`src/rtl/pipe_pkg.sv`:
```
// Shared pipeline definitions: write-back control bit positions, default widths and the
// occupancy encoding used by the pipeline skid buffers.
package pipe_pkg;

  localparam int unsigned WB_REGWRITE_BIT = 0;
  localparam int unsigned WB_MEMTOREG_BIT = 1;

  localparam int unsigned DEF_DATA_W = 32;
  localparam int unsigned DEF_ADDR_W = 5;

  localparam logic [1:0] EMPTY = 2'd0;
  localparam logic [1:0] ONE   = 2'd1;
  localparam logic [1:0] FULL  = 2'd2;

endpackage

```
`src/rtl/pipe_skid_buf.sv`:
```
// Two-entry skid buffer with registered ready/valid. On flush, the top CLR_W payload bits of
// both entries are cleared so control fields cannot leak into a later cycle.
module pipe_skid_buf
  import pipe_pkg::*;
#(
  parameter int unsigned W     = 8,
  parameter int unsigned CLR_W = 1
) (
  input  logic         clk,
  input  logic         reset,
  input  logic         flush,
  input  logic         in_valid,
  output logic         in_ready,
  input  logic [W-1:0] in_data,
  output logic         out_valid,
  input  logic         out_ready,
  output logic [W-1:0] out_data
);

  logic [1:0]   st_q;
  logic [W-1:0] main_q, skid_q;
  logic         in_ready_q, out_valid_q;
  logic         acc, pop;

  assign acc       = in_valid & in_ready_q;
  assign pop       = out_valid_q & out_ready;
  assign in_ready  = in_ready_q;
  assign out_valid = out_valid_q;
  assign out_data  = main_q;

  always_ff @(posedge clk) begin
    if (reset) begin
      st_q        <= EMPTY;
      main_q      <= '0;
      skid_q      <= '0;
      in_ready_q  <= 1'b1;
      out_valid_q <= 1'b0;
    end else if (flush) begin
      // Any beat accepted this cycle is dropped; the data fields may keep stale values.
      st_q                   <= EMPTY;
      main_q[W-1 -: CLR_W]   <= '0;
      skid_q[W-1 -: CLR_W]   <= '0;
      in_ready_q             <= 1'b1;
      out_valid_q            <= 1'b0;
    end else begin
      case (st_q)
        EMPTY: begin
          if (acc) begin
            main_q      <= in_data;
            st_q        <= ONE;
            out_valid_q <= 1'b1;
          end
        end
        ONE: begin
          if (acc && pop) begin
            main_q <= in_data;
          end else if (acc) begin
            skid_q     <= in_data;
            st_q       <= FULL;
            in_ready_q <= 1'b0;
          end else if (pop) begin
            st_q        <= EMPTY;
            out_valid_q <= 1'b0;
          end
        end
        FULL: begin
          if (pop) begin
            main_q     <= skid_q;
            st_q       <= ONE;
            in_ready_q <= 1'b1;
          end
        end
        default: begin
          st_q        <= EMPTY;
          in_ready_q  <= 1'b1;
          out_valid_q <= 1'b0;
        end
      endcase
    end
  end

endmodule

```
`src/rtl/mem_wb_stage.sv`:
```
// MEM/WB boundary: skid-buffered handshake stage with x0 write suppression, write-back data
// select and a forwarding tap driven only from the head registers.
module mem_wb_stage
  import pipe_pkg::*;
#(
  parameter int unsigned DATA_W = DEF_DATA_W,
  parameter int unsigned ADDR_W = DEF_ADDR_W,
  parameter int unsigned CTRL_W = 2
) (
  input  logic              clk,
  input  logic              reset,
  input  logic              flush,
  input  logic              in_valid,
  output logic              in_ready,
  input  logic [CTRL_W-1:0] in_ctrl,
  input  logic [DATA_W-1:0] in_mem_data,
  input  logic [DATA_W-1:0] in_alu_data,
  input  logic [ADDR_W-1:0] in_rd_addr,
  output logic              out_valid,
  input  logic              out_ready,
  output logic [CTRL_W-1:0] out_ctrl,
  output logic [DATA_W-1:0] out_mem_data,
  output logic [DATA_W-1:0] out_alu_data,
  output logic [ADDR_W-1:0] out_rd_addr,
  output logic [DATA_W-1:0] wb_data,
  output logic              fwd_en,
  output logic [ADDR_W-1:0] fwd_addr,
  output logic [DATA_W-1:0] fwd_data
);

  localparam int unsigned PW = CTRL_W + 2 * DATA_W + ADDR_W;

  logic [CTRL_W-1:0] cap_ctrl;
  logic [PW-1:0]     in_pl, out_pl;

  always_comb begin
    cap_ctrl                  = in_ctrl;
    cap_ctrl[WB_REGWRITE_BIT] = in_ctrl[WB_REGWRITE_BIT] & (in_rd_addr != '0);
  end

  // Control sits in the MSBs so the buffer's flush clear hits exactly the ctrl field.
  assign in_pl = {cap_ctrl, in_mem_data, in_alu_data, in_rd_addr};

  pipe_skid_buf #(
    .W     (PW),
    .CLR_W (CTRL_W)
  ) u_buf (
    .clk       (clk),
    .reset     (reset),
    .flush     (flush),
    .in_valid  (in_valid),
    .in_ready  (in_ready),
    .in_data   (in_pl),
    .out_valid (out_valid),
    .out_ready (out_ready),
    .out_data  (out_pl)
  );

  assign {out_ctrl, out_mem_data, out_alu_data, out_rd_addr} = out_pl;

  assign wb_data  = out_ctrl[WB_MEMTOREG_BIT] ? out_mem_data : out_alu_data;
  assign fwd_en   = out_valid & out_ctrl[WB_REGWRITE_BIT];
  assign fwd_addr = out_rd_addr;
  assign fwd_data = wb_data;

endmodule

```
`config.mk`:
```
export PLATFORM = sky130hd
export DESIGN_NAME = mem_wb_stage
export DESIGN_NICKNAME = d
export VERILOG_FILES = /design/src/rtl/pipe_pkg.sv /design/src/rtl/pipe_skid_buf.sv /design/src/rtl/mem_wb_stage.sv
export SDC_FILE = /design/constraint.sdc
export NUM_CORES = 1
export LEC_CHECK = 0
export ABC_AREA = 1
export BUFFER_PORTS_ARGS = -buffer_cell sky130_fd_sc_hd__buf_2
export CORE_MARGIN = 2
export CORE_UTILIZATION = 59
export CTS_BUF_LIST = sky130_fd_sc_hd__clkbuf_4
export DETAILED_ROUTE_END_ITERATION = 12
export GPL_ROUTABILITY_DRIVEN = 1
export PLACE_DENSITY_LB_ADDON = 0.08
export SYNTH_ARGS = -nofsm -noshare
export SYNTH_HDL_FRONTEND = slang
export SYNTH_HIERARCHICAL = 1
export SYNTH_SLANG_ARGS = --single-unit
```
`constraint.sdc`:
```
create_clock -name clk -period 2 [get_ports clk]
set_input_delay 0.4 -clock clk [delete_from_list [all_inputs] [get_ports clk]]
set_output_delay 0.4 -clock clk [all_outputs]
set_load 0.05 [all_outputs]
```
; ---- Yosys cells after proc, flatten, opt, wreduce, memory -nomap -nowiden
; Index checks and enable logic that the tools add are counted.
[op_classes]
eq_ne = 10
muxes = 20
bitwise = 8
reduce_logical = 12
[ops]
columns = cell, count
row1 = 2-to-1 mux 71 bit, 3
row2 = case mux 71 bit (3 select lines), 1
row3 = 2-to-1 mux 32 bit, 1
row4 = AND reduction 4 bit, 4
row5 = 2-to-1 mux 2 bit, 5
row6 = != test 2 x 1 -> 1 bit (second input constant), 5
row7 = AND reduction 5 bit, 2
row8 = 2-to-1 mux 1 bit, 7
row9 = case mux 1 bit (3 select lines), 2
row10 = case mux 2 bit (3 select lines), 1
row11 = nonzero test 5 bit, 1
row12 = AND 1 bit, 4
row13 = != test 2 bit (second input constant), 2
row14 = inverter 1 bit, 4
row15 = != test 3 x 1 -> 1 bit (second input constant), 1
row16 = AND reduction 3 bit, 1
row17 = nonzero test 3 bit, 1
row18 = equality test 2 x 1 -> 1 bit (second input constant), 1
row19 = equality test 2 bit (second input constant), 1
row20 = zero test 2 bit, 1
row21 = OR reduction 2 bit, 1
row22 = logical AND 1 bit, 1
[word_totals]
register_bits = 146
in_bits = 76
out_inout_bits = 143
wordCells = 57

; ---- Logic depth before layout (Yosys ltp)
; Gate-level depths: netlist of the first run.
[depth]
depth_word = 5
depth_mapped = 10
ltp_nobuf = 8

; ---- Modules after synthesis
; Netlist of the first run, hierarchy kept.
[by_module_without_submodules]
columns = mod, n_inst, cells_per_inst, area_per_inst_um2, seq_area_each_um2
row1 = pipe_skid_buf, 1, 1170, 7068.0, 2922.8
row2 = mem_wb_stage, 1, 148, 922.1, 0.0

; ---- Worst setup path after synthesis of the first run
; No wires, ideal clock.
[synth_timing]
kind = register to output
from = register u_buf.main_q[70], in the netlist u_buf/out_data[70]
to = output port wb_data[0]
arrival_ns = 2.256
t_required_ns = 1.600
setup_slack_ns = -0.656
stages_incl_launch_ff = 4
n_path_buf = 2
cell_sequence = dfxtp_1 -> buf_6 -> o21ai_0 -> buf_4
[synth_between]
elab_chain_cells = 1
[synth_lines]
columns = item, line
row1 = "start, declared", pipe_skid_buf.sv:21  ; logic [W-1:0] main_q, skid_q;
row2 = "start signal, assigned", pipe_skid_buf.sv:49  ; main_q <= in_data;
row3 = "start signal, assigned", pipe_skid_buf.sv:56  ; main_q <= in_data;
row4 = "start signal, assigned", pipe_skid_buf.sv:68  ; main_q <= skid_q;
row5 = 2-to-1 mux 32 bit, mem_wb_stage.sv:61  ; assign wb_data = out_ctrl[WB_MEMTOREG_BIT] ? out_mem_data : out_alu_data;
row6 = "end, declared", mem_wb_stage.sv:25  ; output logic [DATA_W-1:0] wb_data,
; Every way passes these cells.

; ---- Worst setup path after layout of the first run
[layout_timing]
from = register u_buf.main_q[70], in the netlist u_buf/out_data[70]
to = output port fwd_data[8]
[layout_between]
elab_chain_cells = 1
[layout_lines]
columns = item, line
row1 = 2-to-1 mux 32 bit, mem_wb_stage.sv:61
row2 = "end, declared", mem_wb_stage.sv:28  ; output logic [DATA_W-1:0] fwd_data
; Every way passes these cells.

==> results of run 1 <==
-- layout by cell type, fill, tap and decap left out --
master,n
a21oi_1,7
buf_12,10
buf_2,153
buf_4,16
buf_6,52
buf_8,4
bufinv_16,2
clkbuf_16,2
clkbuf_4,24
clkinv_1,2
clkinv_2,4
dfxtp_1,144
dfxtp_2,1
dfxtp_4,1
diode_2,2
inv_1,180
inv_2,2
inv_4,2
nand2_1,450
nand2_2,12
nand2_4,4
nand2_8,1
nand3_1,74
nand3_2,1
nand3_4,1
nor2_1,282
nor2_4,2
o21ai_0,9
o21ai_2,16
o21ai_4,16
-- layout make-up --
type / instances / area [sq um]
multi-input cells: 875 / 3790
well taps: 176 / 220
inverters: 184 / 696
clock inverters: 8 / 87.6
flip-flops and latches: 146 / 2930
repair buffers: 238 / 1790
diodes: 2 / 5.00
clock buffers: 23 / 173
fillers: 1191 / 3560
-- what timing repair did --
action	in CTS	in global routing
buffers inserted	2	0
gates cloned	0	2
endpoints found under the setup margin	65	62
resized for setup	76	92
-- worst min-delay path, stage by stage --
cell and delay (ps):
buf_2 100, inv_1 40, nand2_1 40, nand2_1 50, nor2_1 30
-- per-layer routing --
metal / vias up / share of wire [%] / GRT usage (%)
met5: - / 0.11 / 0
met4: 4 / 3.7 / 12.9
met1: 3529 / 42 / 39.5
met3: 58 / 7.6 / 7.36
met2: 333 / 47 / 47.7
li1: 4118 / - / -
-- kinds of logic after synthesis --
logic type / count (synthesis) / synth area share [%]
compound gates: 48 / 4.37
simple gates: 827 / 40.4
flops: 146 / 36.6
buf+inv: 297 / 18.6
-- power breakdown --
part	switching, uW	total [uW]	internal, uW
logic	1550	2180	633
clock network	1020	1820	802
registers	141	3200	3060
-- cell usage after synthesis (all sizes together) --
library cell | count | area (sq um)
nand2 | 467 | 1770
nor2 | 284 | 1080
inv | 184 | 693
dfxtp | 146 | 2920
buf | 83 | 681
nand3 | 76 | 390
o21ai | 41 | 314
clkbuf | 30 | 113
a21oi | 7 | 35.0
-- state kept, by name, summed over array words and instances, names as in the netlist --
signal           flops
u_buf/out_data      71
u_buf/skid_q        71
u_buf/st_q           2
u_buf/in_ready       1
u_buf/out_valid      1
-- per-stage QoR --
step / util (%) / hold slack (ps)
after floorplan: - / 424
after global placement: 66.2 / 436
after detailed placement: 66.2 / 443
after CTS: 70.0 / 101
after global routing: 73.1 / 135
final: 73.1 / 140
-- worst min path at each step --
stage	startpoint	to	cells past startpoint	slack [ps]
after floorplan	u_buf/skid_q[69]$_SDFFE_PP0P_	u_buf/skid_q[69]$_SDFFE_PP0P_	2	420
after global placement	u_buf/skid_q[70]$_SDFFE_PP0P_	u_buf/skid_q[70]$_SDFFE_PP0P_	2	440
after detailed placement	u_buf/skid_q[69]$_SDFFE_PP0P_	u_buf/skid_q[69]$_SDFFE_PP0P_	2	440
after CTS	in_alu_data[31]	u_buf/skid_q[36]$_SDFFE_PP0P_	5	100
after global routing	in_mem_data[5]	u_buf/skid_q[42]$_SDFFE_PP0P_	5	130
final	in_alu_data[2]	u_buf/skid_q[7]$_SDFFE_PP0P_	5	140
==> flow_summary_export.csv, run 1 <==
group,metric,value,unit
placement,post-place-ws,229,ps
final_layout,drive_above_1_share,22.1,%
routing,firstDrtPassIters,5,
setup_path,rrSetupSlack,330,ps
final_layout,nNetsFinal,1538,
setup_path,endpoint_kind,"output pin",
routing,drcViolationCount,0,
die,die_area,0.0145,sq mm
placement,port_buffers,218,
setup_path,cp.arrival,1670,ps
power,finalPower,7190,uW
clock_tree,clk-insertion-delay-late,560,ps
clock_tree,cts_tree,"yes",
sta,fin_worst_skew,13.1,ps
sta,timing.fmax,0.483,GHz
placement,dp.final_hpwl,14500,um
setup_path,r2r-start,"u_buf/out_valid$_SDFFE_PP0P_",
setup_path,critPathSlowestCell,"dfxtp_4",
placement,place.gp.congestion,0.816,
die,io_pins,219,
synthesis,netlist_instances,1318,
routing,wl,23000,um
synthesis,yosys_warnings,6,
sta,rsz0062_at_grt,"yes",
clock_tree,ctsHtreeMaxLevel,4,
final_layout,syn2layout_area_growth,21.2,%
routing,postRouteAntennaNets,0,
synthesis,seq_area_frac_synth,36.6,%
sta,relSlewSlack,64.0,%
setup_path,crit_start,"u_buf/out_data[70]$_SDFFE_PP0P_",
setup_path,cp.required,1600,ps
power,leakagePower,0.00538,uW
worst_hold_path,hold_path.class,"primary input to flop",
die,die_width,120,um
final_layout,final_cells,1652,
sta,hold_violations,0,
placement,postPlaceCellArea,0.00876,sq mm
die,coreArea,0.0132,sq mm
setup_path,cp-start-kind,"flop",
power,peakVddDrop,0.000409,V
routing,post_drt_wl_per_cell,13.9,um
setup_path,max_stage_delay,510,ps
setup_path,cp_num_cells,4,
grt,grt_usage,30.2,%
synthesis,syn_area,0.00799,sq mm
routing,dr_total_vias,8042,
setup_path,cp_max_fo,8,
sta,worst_pin_slew,539,ps
grt,grt_max_degree,103,
status,violations,"negative setup slack",
setup_path,cp_top_family,"flip-flops",
sta,period_share,104,%
sta,setup_viol,37,
clock_tree,clkSlewWorstSetupHoldPaths,120,ps
grt,grt_pass1_vias,6706,
grt,antenna_found_initial,3,
setup_path,reg2regPathDepth,7,
sta,fin_ws,-72.0,ps
setup_path,r2r-end,"u_buf/out_data[59]$_SDFFE_PP0P_",
power,p_per_area,743,mW/mm^2
clock_tree,cts_buffers,17,
synthesis,synth_nets,1394,
sta,fin_crit,2070,ps
routing,first_iter_violations,783,
sta,finalSetupTns,-638,ps
clock_tree,cts_hold_buf,0,
setup_path,criticalPathCategory,"flop to output pin",
sta,finalMaxSlewViolations,0,
setup_path,crit_chain,"buf_12 > nand2_1 > o21ai_2 > buf_6",
grt,grt_pass1_wl,34400,um
die,start_util,60.3,%
synthesis,synth_cell_types,20,
routing,via_per_inst,4.87,
status,status,"finished, violations left",
placement,dp.cells,1615,
setup_path,endpoint,"fwd_data[8]",
setup_path,path_buf_inv,2,
synthesis,synth-seq-cells,146,
synthesis,synth_area_per_cell,6.06,sq um
clock_tree,clockBufferDepth,2,
grt,grt-ovfl-total,0,
clock_tree,cts_sinks,146,
clock_tree,clockRootBuffer,"clkbuf_4",
die,rows,42,
final_layout,stdcell_area,0.00969,sq mm
job,max_cap_viol_count,0,
die,dieHeight,120,um
No activity file was read; power rests on OpenSTA's default activity.
==> run 2, diff against run 1 <==
Settings changed: MAX_ROUTING_LAYER set to met4.
==> run 2 against run 1 <==
  * The flow still finishes with violations (negative setup slack)
  * Cell area barely moved
  * Clock power barely moved
  * Combinational power barely moved
  * Setup slack got worse by 3.1 ps
  * Utilization barely moved
  * First-iteration DRC count fell by 4.0%
  * Hold slack improved by 0.99 ps
  * Global-route usage rose by 0.89 points
  * Sequential power barely moved
==> flow_summary_export.csv, run 2 (same netlist as run 1, synthesis figures left out) <==
group,metric,value,unit
status,status,"finished, violations left",
placement,dp.final_hpwl,14500,um
die,die_area,0.0145,sq mm
clock_tree,clkSlewWorstSetupHoldPaths,120,ps
sta,rsz0062_at_grt,"yes",
setup_path,cp_top_family,"flip-flops",
grt,grt_max_degree,103,
die,dieHeight,120,um
setup_path,rrSetupSlack,330,ps
routing,postRouteAntennaNets,0,
clock_tree,cts_sinks,146,
setup_path,max_stage_delay,510,ps
routing,wl,22900,um
setup_path,crit_chain,"buf_12 > nand2_1 > o21ai_2 > buf_6",
setup_path,cp.arrival,1680,ps
final_layout,final_common_cell,"nand2_1",
sta,fin_crit,2080,ps
clock_tree,cts_buffers,17,
sta,fin_ws,-75.1,ps
die,io_pins,219,
power,switching_share,37.6,%
sta,worst_pin_slew,546,ps
setup_path,criticalPathCategory,"flop to output pin",
power,p_per_area,742,mW/mm^2
setup_path,r2r-start,"u_buf/st_q[0]$_SDFFE_PP0P_",
power,p_int,4490,uW
sta,setup_viol,35,
job,max_cap_viol_count,0,
final_layout,drive_above_1_share,22.1,%
die,start_util,60.3,%
grt,grt_usage,31.1,%
routing,first_iter_violations,752,
worst_hold_path,hold_path.class,"primary input to flop",
routing,drcViolationCount,0,
grt,antenna_found_initial,3,
status,violations,"negative setup slack",
clock_tree,clk-insertion-delay-late,560,ps
sta,period_share,104,%
clock_tree,clockBufferDepth,2,
grt,grt_pass1_wl,34400,um
clock_tree,clockRootBuffer,"clkbuf_4",
final_layout,fin_util,73.1,%
die,coreArea,0.0132,sq mm
setup_path,reg2regPathDepth,8,
final_layout,nNetsFinal,1538,
final_layout,final_cell_mix,"nand2_1 (450), nor2_1 (282), inv_1 (180), buf_2 (153), dfxtp_1 (144)",
worst_hold_path,min_from,"in_alu_data[2]",
die,rows,42,
placement,port_buffers,218,
power,comb_power_share,30.2,%
power,power_frac_seq,44.5,%
worst_hold_path,holdPathEnd,"u_buf/skid_q[7]$_SDFFE_PP0P_",
routing,firstDrtPassIters,6,
setup_path,cp-start-kind,"flop",
setup_path,endpoint_kind,"output pin",
power,pwr-share-clk,25.3,%
placement,place.gp.congestion,0.829,
final_layout,syn2layout_area_growth,21.2,%
setup_path,r2r-end,"u_buf/skid_q[59]$_SDFFE_PP0P_",
clock_tree,cts_hold_buf,0,
worst_hold_path,hold_depth,5,
sta,whs,141,ps
grt,grt-ovfl-total,0,
routing,dr_total_vias,8051,
setup_path,cp_max_fo,8,
sta,relSlewSlack,63.6,%
sta,fin_worst_skew,17.4,ps
sta,timing.fmax,0.482,GHz
die,die_width,120,um
setup_path,critPathSlowestCell,"dfxtp_4",
sta,hold_violations,0,
clock_tree,cts_tree,"yes",
sta,finalMaxSlewViolations,0,
setup_path,path_buf_inv,2,
clock_tree,ctsHtreeMaxLevel,4,
routing,via_per_inst,4.87,
routing,post_drt_wl_per_cell,13.9,um
grt,grt_pass1_vias,6696,
setup_path,cp.required,1600,ps
power,leakagePower,0.00538,uW
power,peakVddDrop,0.000467,V
power,p_switching,2700,uW
run 2: power by group through the flow:
stage / clock network [uW] / logic, uW / registers [uW]
finish: 1820 / 2170 / 3200
global route: 1970 / 2320 / 3210
CTS: 1850 / 2040 / 3180
detailed placement: 0 / 1930 / 3260
global placement: 0 / 1920 / 3250
floorplan: 0 / 1200 / 3600
run 2: how the worst max path moves through the flow:
stage,startpoint,end,cells after the start
finish,u_buf/out_data[70]$_SDFFE_PP0P_,fwd_data[8],4
global route,u_buf/out_data[70]$_SDFFE_PP0P_,fwd_data[8],4
CTS,u_buf/out_data[70]$_SDFFE_PP0P_,fwd_data[31],4
detailed placement,out_ready,u_buf/skid_q[59]$_SDFFE_PP0P_,8
global placement,out_ready,u_buf/skid_q[60]$_SDFFE_PP0P_,8
floorplan,u_buf/out_data[70]$_SDFFE_PP0P_,wb_data[10],4
run 2: worst register-to-register path, stage by stage (launching register included):
cell     delay (ps)
dfxtp_1         380
inv_2           110
nor2_4          110
nand3_2         150
nor2_4          150
buf_12          340
nand2_1         180
nand2_1          90
nor2_1           40
run 2: area by class of cell:
cell class                      instances  area, sq um
Multi-Input combinational cell        875         3790
Fill cell                            1190         3560
Sequential cell                       146         2930
Timing Repair Buffer                  238         1780
Inverter                              184          696
Tap cell                              176          220
Clock buffer                           23          173
Clock inverter                          8         87.6
Antenna cell                            4         10.0
run 2: stage by stage:
stage	instance area (sq um)	instances	setup TNS, ps	setup slack (ps)	power [uW]
finish	9680	1654	-573	-75.1	7190
detailed placement	8760	1615	0	229	5180
CTS	9270	1648	-974	-57.1	7080
floorplan	8000	1318	0	67.3	4800
global route	9680	1653	-3550	-104	7510
global placement	8760	1615	0	253	5170
run 2: routing by layer:
layer / GRT usage (%) / wire length [um] / part of all wire (%) / up-vias
met1: 39.8 / 9600 / 42 / 3551
met3: 7.08 / 1760 / 7.7 / 52
met2: 47.6 / 10800 / 47 / 330
met4: 12.9 / 737 / 3.2 / 0
li1: - / - / - / 4118
met5: - / 0 / 0 / -
run 2: what timing repair did:
| action | in CTS | in global routing |
|---|---|---|
| cloned | 0 | 2 |
| setup buffers | 2 | 0 |
| gates resized for setup | 76 | 90 |
| setup endpoints to repair | 65 | 63 |
